## config.mk

```make
export PLATFORM = sky130hd
export DESIGN_NAME = dpll_bit_recovery
export DESIGN_NICKNAME = d
export VERILOG_FILES = /design/src/rtl/dpll_pkg.sv /design/src/rtl/dpll_bit_vote.sv /design/src/rtl/dpll_bit_recovery.sv
export SDC_FILE = /design/constraint.sdc
export NUM_CORES = 1
export LEC_CHECK = 0
export BUFFER_PORTS_ARGS = -buffer_cell sky130_fd_sc_hd__buf_2
export CELL_PAD_IN_SITES_DETAIL_PLACEMENT = 0
export CELL_PAD_IN_SITES_GLOBAL_PLACEMENT = 1
export CORE_MARGIN = 2
export CORE_UTILIZATION = 40
export CTS_CLUSTER_DIAMETER = 60
export DETAILED_ROUTE_END_ITERATION = 8
export GPL_ROUTABILITY_DRIVEN = 0
export GPL_TIMING_DRIVEN = 0
export PLACE_DENSITY = 0.78
export SYNTH_ARGS = -nofsm -noshare
export SYNTH_HDL_FRONTEND = slang
export SYNTH_SLANG_ARGS = --single-unit
```

## constraint.sdc

```tcl
create_clock -name CLK_100MHz -period 2.71 [get_ports CLK_100MHz]
set_clock_uncertainty 0.1 [all_clocks]
set_input_delay 0.1355 -clock CLK_100MHz [delete_from_list [all_inputs] [get_ports CLK_100MHz]]
set_output_delay 0.1355 -clock CLK_100MHz [all_outputs]
set_load 0.005 [all_outputs]
```

## src/rtl/dpll_pkg.sv

```systemverilog
// Shared types and helpers for the DPLL bit-recovery slice.
//   vote_state_t  : mid-bit vote sequencer states
//   frame_state_t : sync-word hunt / locked states
//   DEFAULT_SYNC_WORD : frame marker, MSB received first
//   maj3()        : 3-input majority
package dpll_pkg;

  typedef enum logic [1:0] {
    IDLE = 2'd0,
    S1   = 2'd1,
    S2   = 2'd2
  } vote_state_t;

  typedef enum logic {
    HUNT = 1'b0,
    SYNC = 1'b1
  } frame_state_t;

  localparam logic [7:0] DEFAULT_SYNC_WORD = 8'hA5;

  function automatic logic maj3(input logic a, input logic b, input logic c);
    return (a & b) | (a & c) | (b & c);
  endfunction

endpackage

```

## src/rtl/dpll_bit_vote.sv

```systemverilog
// Mid-bit sampler. Synchronizes the raw data line and the recovered clock,
// detects recovered-clock falling edges (mid-bit), then takes three samples
// GAP cycles apart and emits their majority as one recovered bit.
// Ports:
//   clk, rst     : 100 MHz clock, async active-high reset
//   clear        : synchronous abort of any vote in progress
//   signal       : raw serial data (asynchronous)
//   rec_clk      : recovered clock (asynchronous)
//   mid_edge     : one-cycle pulse, registered falling edge of synced rec_clk
//   bit_strobe   : one-cycle pulse, bit_val holds a fresh recovered bit
//   bit_val      : majority-voted bit
module dpll_bit_vote
  import dpll_pkg::*;
#(
  parameter int GAP = 16
) (
  input  logic clk,
  input  logic rst,
  input  logic clear,
  input  logic signal,
  input  logic rec_clk,
  output logic mid_edge,
  output logic bit_strobe,
  output logic bit_val
);

  localparam int GAP_W = $clog2(GAP + 1);

  logic        sig_s1_q, sig_s2_q;
  logic        rc_s1_q, rc_s2_q, rc_prev_q;
  logic        mid_edge_q, mid_edge_d;
  vote_state_t state_q, state_d;
  logic [GAP_W-1:0] gap_q, gap_d;
  logic        a_q, a_d, b_q, b_d;
  logic        strobe_q, strobe_d;
  logic        bit_q, bit_d;

  assign mid_edge   = mid_edge_q;
  assign bit_strobe = strobe_q;
  assign bit_val    = bit_q;

  always_comb begin
    mid_edge_d = rc_prev_q & ~rc_s2_q;
    state_d    = state_q;
    gap_d      = gap_q;
    a_d        = a_q;
    b_d        = b_q;
    strobe_d   = 1'b0;
    bit_d      = bit_q;

    case (state_q)
      IDLE: begin
        // mid_edge only starts a vote from IDLE; edges mid-vote are dropped.
        if (mid_edge_q) begin
          a_d     = sig_s2_q;
          gap_d   = '0;
          state_d = S1;
        end
      end
      S1: begin
        if (gap_q == GAP_W'(GAP - 1)) begin
          b_d     = sig_s2_q;
          gap_d   = '0;
          state_d = S2;
        end else begin
          gap_d = gap_q + GAP_W'(1);
        end
      end
      S2: begin
        if (gap_q == GAP_W'(GAP - 1)) begin
          // Third sample used directly; the result is presented next cycle.
          bit_d    = maj3(a_q, b_q, sig_s2_q);
          strobe_d = 1'b1;
          gap_d    = '0;
          state_d  = IDLE;
        end else begin
          gap_d = gap_q + GAP_W'(1);
        end
      end
      default: state_d = IDLE;
    endcase

    if (clear) begin
      state_d  = IDLE;
      gap_d    = '0;
      a_d      = 1'b0;
      b_d      = 1'b0;
      strobe_d = 1'b0;
    end
  end

  always_ff @(posedge clk or posedge rst) begin
    if (rst) begin
      sig_s1_q   <= 1'b0;
      sig_s2_q   <= 1'b0;
      rc_s1_q    <= 1'b0;
      rc_s2_q    <= 1'b0;
      rc_prev_q  <= 1'b0;
      mid_edge_q <= 1'b0;
      state_q    <= IDLE;
      gap_q      <= '0;
      a_q        <= 1'b0;
      b_q        <= 1'b0;
      strobe_q   <= 1'b0;
      bit_q      <= 1'b0;
    end else begin
      sig_s1_q   <= signal;
      sig_s2_q   <= sig_s1_q;
      rc_s1_q    <= rec_clk;
      rc_s2_q    <= rc_s1_q;
      rc_prev_q  <= rc_s2_q;
      mid_edge_q <= mid_edge_d;
      state_q    <= state_d;
      gap_q      <= gap_d;
      a_q        <= a_d;
      b_q        <= b_d;
      strobe_q   <= strobe_d;
      bit_q      <= bit_d;
    end
  end

endmodule

```

## src/rtl/dpll_bit_recovery.sv

```systemverilog
// Bit recovery behind the DPLL. Voted bits are shifted in MSB first; the
// frame FSM hunts for SYNC_WORD, then slices following bits into DATA_W-bit
// words held in a one-entry output buffer. A watchdog drops sync when the
// recovered clock stops.
// Handshake: a word transfers in any cycle where data_valid && data_ready;
// data_out is stable while data_valid && !data_ready; a completed word that
// cannot be buffered is dropped and overflow pulses for one cycle.
// Ports:
//   CLK_100MHz, reset : clock, async active-high reset
//   signal, rec_clk   : raw data and recovered clock (asynchronous)
//   data_out/valid/ready : word output, MSB = first received bit
//   in_sync           : sync word found and recovered clock present
//   overflow          : one-cycle pulse on a dropped word
module dpll_bit_recovery
  import dpll_pkg::*;
#(
  parameter int                DATA_W    = 8,
  parameter logic [DATA_W-1:0] SYNC_WORD = DATA_W'(DEFAULT_SYNC_WORD),
  parameter int                GAP       = 16,
  parameter int                TIMEOUT   = 400000
) (
  input  logic              CLK_100MHz,
  input  logic              reset,
  input  logic              signal,
  input  logic              rec_clk,
  output logic [DATA_W-1:0] data_out,
  output logic              data_valid,
  input  logic              data_ready,
  output logic              in_sync,
  output logic              overflow
);

  localparam int CNT_W = (DATA_W > 1) ? $clog2(DATA_W) : 1;
  localparam int WD_W  = $clog2(TIMEOUT + 1);

  logic mid_edge, bit_strobe, bit_val, timeout;

  frame_state_t      frame_q, frame_d;
  logic [DATA_W-1:0] shift_q, shift_d, shifted;
  logic [CNT_W-1:0]  bit_cnt_q, bit_cnt_d;
  logic [WD_W-1:0]   wd_cnt_q, wd_cnt_d;
  logic [DATA_W-1:0] data_out_q, data_out_d;
  logic              data_valid_q, data_valid_d;
  logic              in_sync_q, in_sync_d;
  logic              overflow_q, overflow_d;
  logic              word_done;

  dpll_bit_vote #(.GAP(GAP)) u_vote (
    .clk        (CLK_100MHz),
    .rst        (reset),
    .clear      (timeout),
    .signal     (signal),
    .rec_clk    (rec_clk),
    .mid_edge   (mid_edge),
    .bit_strobe (bit_strobe),
    .bit_val    (bit_val)
  );

  assign data_out   = data_out_q;
  assign data_valid = data_valid_q;
  assign in_sync    = in_sync_q;
  assign overflow   = overflow_q;

  // Timeout fires once, on the cycle the counter would reach TIMEOUT.
  assign timeout = !mid_edge && (wd_cnt_q == WD_W'(TIMEOUT - 1));
  assign shifted = {shift_q[DATA_W-2:0], bit_val};

  always_comb begin
    frame_d      = frame_q;
    shift_d      = shift_q;
    bit_cnt_d    = bit_cnt_q;
    in_sync_d    = in_sync_q;
    data_out_d   = data_out_q;
    data_valid_d = data_valid_q;
    overflow_d   = 1'b0;
    word_done    = 1'b0;

    if (mid_edge) begin
      wd_cnt_d = '0;
    end else if (wd_cnt_q == WD_W'(TIMEOUT)) begin
      wd_cnt_d = wd_cnt_q;
    end else begin
      wd_cnt_d = wd_cnt_q + WD_W'(1);
    end

    if (bit_strobe) begin
      shift_d = shifted;
      case (frame_q)
        HUNT: begin
          if (shifted == SYNC_WORD) begin
            frame_d   = SYNC;
            bit_cnt_d = '0;
            in_sync_d = 1'b1;
          end
        end
        SYNC: begin
          if (bit_cnt_q == CNT_W'(DATA_W - 1)) begin
            bit_cnt_d = '0;
            word_done = 1'b1;
          end else begin
            bit_cnt_d = bit_cnt_q + CNT_W'(1);
          end
        end
        default: frame_d = HUNT;
      endcase
    end

    if (data_valid_q && data_ready) begin
      data_valid_d = 1'b0;
    end

    if (timeout) begin
      // Loss of clock wins over a word completing in the same cycle.
      frame_d   = HUNT;
      shift_d   = '0;
      bit_cnt_d = '0;
      in_sync_d = 1'b0;
    end else if (word_done) begin
      if (!data_valid_q || data_ready) begin
        data_out_d   = shifted;
        data_valid_d = 1'b1;
      end else begin
        overflow_d = 1'b1;
      end
    end
  end

  always_ff @(posedge CLK_100MHz or posedge reset) begin
    if (reset) begin
      frame_q      <= HUNT;
      shift_q      <= '0;
      bit_cnt_q    <= '0;
      wd_cnt_q     <= '0;
      data_out_q   <= '0;
      data_valid_q <= 1'b0;
      in_sync_q    <= 1'b0;
      overflow_q   <= 1'b0;
    end else begin
      frame_q      <= frame_d;
      shift_q      <= shift_d;
      bit_cnt_q    <= bit_cnt_d;
      wd_cnt_q     <= wd_cnt_d;
      data_out_q   <= data_out_d;
      data_valid_q <= data_valid_d;
      in_sync_q    <= in_sync_d;
      overflow_q   <= overflow_d;
    end
  end

endmodule

```

==> metrics.yaml, run 1 <==
run_status: "complete, no violations"
endpoint_kind: "flip-flop"
antenna_cells: 0
worstMarginPinSlew_ns: 0.7773
seq_area_sq_um: 1451
cts_tree: "done"
cts_root_buf: "clkbuf_8"
r2r_slack_ns: 0.45
grt-ovfl-total: 0
clk_pin_slew_ns: 0.06
row_count: 30
crit_buf_inv: 2
min_path_type: "primary input to flip-flop"
grt_pass1_wl_microns: 8452
critPathRequiredTime_ns: 2.82
slew_headroom: 0.4810
worstSetupEndpoint: "shift_q[1]"
swShare: 0.2771
clk_latency_ns: 0.33
crit_chain: "or4_4 -> nor4_4 -> and3_1 -> buf_2 -> buf_2 -> nor2_1"
dp_hpwl_microns: 3497
clkSinkCount: 58
final_common_cell: "dfrtp_1"
p_int_mw: 1.547
routed_wl_microns: 5009
syn_nets: 276
crit_top_cell: "buf_2"
rsz0062_at_grt: "no"
fin_tns_setup_ns: 0
final_layout_size_suffix_gt1_frac: 0.1818
vias: 1938
drtIter0Drc: 52
wire_per_inst_microns: 13.29
syn_avg_cell_area_sq_um: 10.48
combPwrFrac: 0.148
ys_warn_count: 0
fillCellCount: 609
grt_pass1_vias: 1798
cp_max_fo: 10
timing.hold.ws_ns: 0.02187
grt_max_degree: 37
clkPwrFrac: 0.380
worstSetupPathType: "flip-flop to flip-flop"
numCtsBuffers: 9
leakage_nw: 1.456
min_from: "data_ready"
post-route-min-period_ns: 2.261
hold_viol: 0
track_usage: 0.1446
use_met1: 0.1930
ir_worst_vdd_mv: 0.2312
arrival_ns: 2.38
worst-path-stages: 6
grt-busiest-layer: "met2"
synth.distinct_cells: 44
ant_nets: 0
power.share.sequential: 0.472
ys_seq_elements: 58
nets: 306
clockBufferDepth: 2
worstReg2RegEnd: "shift_q[1]"
final_area_sq_um: 3183
grt_use_met2: 0.2207
met3_usage: 0.02952
worst-r2r-cell-count: 6
maxSlewViolCount: 0
cts_resized: 0
worstReg2RegStart: "wd_cnt_q[13]"
period_share: 0.8344
die_width_microns: 86.84
cap_violations: 0
hold_path_depth: 3
start_util: 0.4086
die_area_sq_um: 7541
start_kind: "flip-flop"
first_pass_iters: 4
antenna_found_initial: 0
remaining_drc_errors: 0
coreArea_sq_um: 6719
max_clock_freq_ghz: 0.4423
setup_violations: 0
yosysSeqAreaShare: 0.5287
crit_family: "simple AND/OR/NAND/NOR gates"
syn_to_final_growth_pct: 15.95
cp_slowest_cell: "or4_4"
final_cell_mix: "dfrtp_1 (58), nor2_1 (35), buf_2 (19)"
power_density_nw_per_um2: 672.3
synth_area_sq_um: 2745
dpl_cell_area_sq_um: 2948
numPortBuffers: 15
die_y_microns: 86.84
startpoint: "wd_cnt_q[13]"
viasPerCell: 5.141
cpPeakStageDelay_ns: 0.57
cts_htree_levels: 3
synthCells: 262
multi_input_area_sq_um: 1210
power.switching_mw: 0.5930
ios: 16
total_power_mw: 2.140
## cells in the mapped netlist, drive strengths merged
master,number,share of area
xnor2,6,0.019
a31o,1,0.0032
inv,12,0.016
o21ai,9,0.016
or3b,1,0.0032
and3,2,0.0046
xor2,3,0.0096
o21ba,1,0.0036
nor4,2,0.012
and4b,1,0.0036
nor2b,6,0.014
nand3,13,0.028
nor3b,2,0.0055
a21oi,14,0.026
and3b,1,0.0032
dfrtp,58,0.53
nor3,12,0.022
nand2,15,0.021
or2b,1,0.0027
or3,2,0.0046
nand4,4,0.0091
a31oi,4,0.011
nor2,35,0.048
a32oi,1,0.0032
o31ai,1,0.0027
and2,1,0.0023
a22oi,1,0.0027
or4,3,0.0096
nor4bb,2,0.0073
mux2i,9,0.033
o22ai,1,0.0023
mux2,10,0.041
clkbuf,4,0.0055
a41oi,1,0.0032
nand4b,1,0.0032
a21o,3,0.0082
nand2b,5,0.011
buf,5,0.0087
ha,9,0.041
## per-stage QoR
step | cells | worst slack (ns) | util
floorplan | 262 | 0.6710 | -
global placement | 357 | 0.3047 | 0.4346
detailed placement | 358 | 0.4414 | 0.4387
CTS | 377 | 0.4298 | 0.4737
global route | 377 | 0.3659 | 0.4737
finish | 377 | 0.4489 | 0.4737
## tightest hold or removal path, stage by stage
cell and delay, ns:
buf_2 0.08, nand2b_1 0.13, nor3_1 0.07
## how the worst min path moves through the flow
stage | endpoint | slack (ns)
final | overflow | 0.02
after global routing | overflow | 0.03
after CTS | overflow | 0.01
after detailed placement | u_vote.rc_s1_q | 0.15
after global placement | u_vote.sig_s1_q | 0.15
after floorplan | u_vote.rc_s1_q | 0.07
## cells by family after synthesis
logic type,share of synthesized area
simple gates,0.2147
flops,0.5287
compound gates,0.08250
buf+inv,0.03053
mux,0.07384
xor+xnor,0.02872
fa+ha+maj,0.04102
## routing by layer
layer | wire length [microns] | up-vias | share of wire
met5 | 0 | - | 0
met4 | 110 | 0 | 0.022
met3 | 135 | 12 | 0.027
met2 | 2202 | 26 | 0.44
met1 | 2560 | 929 | 0.51
li1 | - | 971 | -
## sequential cells by signal, indices dropped and copies added (netlist names)
name               flops
wd_cnt_q              19
data_out               8
shift_q                7
u_vote.gap_q           5
bit_cnt_q              3
u_vote.state_q         2
data_valid             1
frame_q                1
in_sync                1
overflow               1
u_vote.a_q             1
u_vote.b_q             1
u_vote.bit_strobe      1
u_vote.bit_val         1
u_vote.mid_edge        1
u_vote.rc_prev_q       1
u_vote.rc_s1_q         1
u_vote.rc_s2_q         1
u_vote.sig_s1_q        1
u_vote.sig_s2_q        1
## power groups by stage
stage / clock [mW] / combinational (mW) / sequential, mW
4_1_cts: 0.836 / 0.322 / 1.01
6_report: 0.812 / 0.317 / 1.01
5_1_grt: 0.868 / 0.371 / 1.02
3_3_place_gp: 0 / 0.304 / 1.02
2_1_floorplan: 0 / 0.252 / 1.01
3_5_place_dp: 0 / 0.319 / 1.03
## what timing repair did
action	in CTS	in global routing
hold buffers	3	0
hold endpoints to repair	37	0
setup buffers	0	0
setup endpoints to repair	0	0
## cell type report
cell class,count,area share
flip-flops and latches,58,0.4560
multi-input cells,183,0.3801
clock buffers,12,0.04874
repair buffers,19,0.04167
well taps,80,0.03145
clock inverters,4,0.01572
inverters,12,0.01415
plain buffers,9,0.01219
Power figures use the tool's default switching activity.
==> inputs of run 2 (changes only) <==
PLACE_DENSITY = 0.8   (was 0.78)
clock period = 1.9 ns   (was 2.71 ns; I/O delays follow)
==> run 2 against run 1 <==
Against the previous run:
- the flow now finishes with violations (setup timing)
- maximum frequency is 12% higher
- setup slack worse by 0.57 ns
- cell count is 5.3% higher
- cell area is 11% higher
- wire length is 13% higher
- core utilization is 5.2 points higher
- sequential share of layout area is 4.3 points lower
- via count is 6.2% higher
- worst hold slack better by 0.23 ns
- critical path type unchanged
- critical endpoint is now data_out[2]
- largest cell class unchanged
==> metrics.yaml, run 2 (same netlist as run 1, synthesis figures left out) <==
run_status: "complete, but fails checks"
violations: "setup timing"
numCtsBuffers: 9  # unchanged
seq_area_sq_um: 1459  # +0.52%
final_cell_mix: "dfrtp_1 (52), nor2_1 (23), buf_2 (15)"
r2r_slack_ns: -0.13  # -0.57 ns
antenna_found_initial: 0  # unchanged
remaining_drc_errors: 0  # unchanged
worstSetupPathType: "flip-flop to flip-flop"
grt_max_degree: 33  # -11%
largest_reg_flops: 19  # unchanged
rsz0062_at_grt: "yes"
grt-busiest-layer: "met2"
viasPerCell: 5.186  # +0.89%
endpoint_kind: "flip-flop"
coreArea_sq_um: 6719  # unchanged
setup_slack_ns: -0.1256  # -0.5744 ns
first_pass_iters: 4  # unchanged
cts_tree: "done"
worst-path-stages: 5  # -1
power_density_nw_per_um2: 886.8  # +32%
maxSlewViolCount: 0  # unchanged
nets: 326  # +6.5%
critPathRequiredTime_ns: 2.03  # -0.79 ns
final_layout_size_suffix_gt1_frac: 0.3312  # +0.1494
row_count: 30  # unchanged
antenna_cells: 0  # unchanged
cts_htree_levels: 3  # unchanged
regMostFlops: "wd_cnt_q"
dp_hpwl_microns: 3452  # -1.3%
start_util: 0.4086  # unchanged
hold_viol: 0  # unchanged
post-route-min-period_ns: 2.026  # -0.2356 ns
ios: 16  # unchanged
routed_wl_microns: 5647  # +13%
slew_headroom: 0.6030  # +0.1220
vias: 2059  # +6.2%
grt_pass1_wl_microns: 9501  # +12%
leakage_nw: 1.570  # +7.8%
ir_worst_vdd_mv: 0.4342  # +88%
die_area_sq_um: 7541  # unchanged
grt_use_met2: 0.2651  # +0.04441
start_kind: "flip-flop"
grt-ovfl-total: 0  # unchanged
cp_max_fo: 8  # -2
track_usage: 0.1643  # +0.01969
crit_chain: "or4_4 -> nor4_4 -> buf_4 -> a31oi_4 -> mux2_2"
clk_latency_ns: 0.34  # about the same
multi_input_area_sq_um: 1334  # +10%
arrival_ns: 2.16  # -0.22 ns
crit_buf_inv: 1  # -1
clkSinkCount: 58  # unchanged
die_width_microns: 86.84  # unchanged
max_clock_freq_ghz: 0.4937  # +12%
min_path_type: "primary input to async pin"
cts_root_buf: "clkbuf_8"
cpPeakStageDelay_ns: 0.54  # -0.03 ns
period_share: 1.066  # +0.2317
die_y_microns: 86.84  # unchanged
use_met1: 0.2072  # +0.01423
cp_slowest_cell: "or4_4"
syn_to_final_growth_pct: 28.67
clockBufferDepth: 2  # unchanged
wire_per_inst_microns: 14.22  # +7.1%
drtIter0Drc: 81  # +56%
fin_tns_setup_ns: -1.648  # -1.648 ns
grt_pass1_vias: 2020  # +12%
ant_nets: 0  # unchanged
setup_violations: 26  # +26
final_common_cell: "dfrtp_1"
worst-r2r-cell-count: 5  # -1
numPortBuffers: 15  # unchanged
timing.hold.ws_ns: 0.2482  # +0.2263 ns
clk_pin_slew_ns: 0.07  # about the same
met3_usage: 0.06000  # +0.03048
crit_family: "simple AND/OR/NAND/NOR gates"
worstMarginPinSlew_ns: 0.5955  # -0.1818 ns
cap_violations: 0  # unchanged
fillCellCount: 587  # -3.6%
run 2: changes by cell type in the layout (fill, tap and decap cells not counted), moves of 2 or more:
cell,before,now
a21oi_1,14,8
a21oi_2,0,6
buf_12,0,3
buf_2,19,15
buf_4,0,14
buf_6,0,4
buf_8,0,3
clkbuf_1,5,3
dfrtp_1,58,52
dfrtp_2,0,6
nor2_1,35,23
nor2_2,0,9
nor2_4,0,3
run 2: worst register-to-register path: stages, from the launching register on:
cell	delay (ns)
dfrtp_1	0.40
or4_4	0.54
nor4_4	0.21
buf_4	0.19
a31oi_4	0.15
mux2_2	0.33
run 2: final timing paths:
check,startpoint,to
min in group CLK_100MHz,u_vote.rc_s1_q,u_vote.rc_s2_q
max in group asynchronous,reset,wd_cnt_q[0]
setup reg to reg,wd_cnt_q[14],data_out[2]
setup / recovery,wd_cnt_q[14],data_out[2]
hold reg to reg,u_vote.rc_s1_q,u_vote.rc_s2_q
hold / removal,reset,data_out[2]
run 2: metal layers:
| metal | vias up | wire length, microns | part of all wire |
|---|---|---|---|
| met5 | - | 0 | 0 |
| met4 | 0 | 80 | 0.014 |
| met3 | 10 | 210 | 0.037 |
| met2 | 41 | 2751 | 0.49 |
| met1 | 997 | 2605 | 0.46 |
| li1 | 1011 | - | - |
run 2: timing repair:
action	in CTS	in global routing
endpoints found under the hold margin	30	0
gates cloned	2	0
pin swaps	9	8
setup buffers	13	6
gates resized for setup	24	30
setup endpoints to repair	45	36
hold buffers	4	0
run 2: layout make-up:
cell class	instances	area share
repair buffers	39	0.08998
flip-flops and latches	58	0.4130
clock inverters	6	0.01877
multi-input cells	183	0.3776
inverters	12	0.01275
well taps	80	0.02834
plain buffers	9	0.02055
clock buffers	10	0.03897
run 2: where the power goes:
| group | internal (mW) | switching (mW) |
|---|---|---|
| clock | 0.640 | 0.520 |
| sequential | 1.34 | 0.0997 |
| combinational | 0.248 | 0.286 |
| total | 2.23 | 0.905 |
run 2: through the flow:
stage	power [mW]	instance area, sq um	setup WS (ns)	std cells	utilization
2_1_floorplan	1.801	2753	0.01695	262	-
3_3_place_gp	1.898	2928	-0.4867	357	0.4358
3_5_place_dp	1.915	2948	-0.2193	358	0.4387
4_1_cts	3.124	3426	-0.1149	393	0.5099
5_1_grt	3.314	3532	-0.1900	397	0.5257
6_report	3.132	3532	-0.1256	397	0.5257
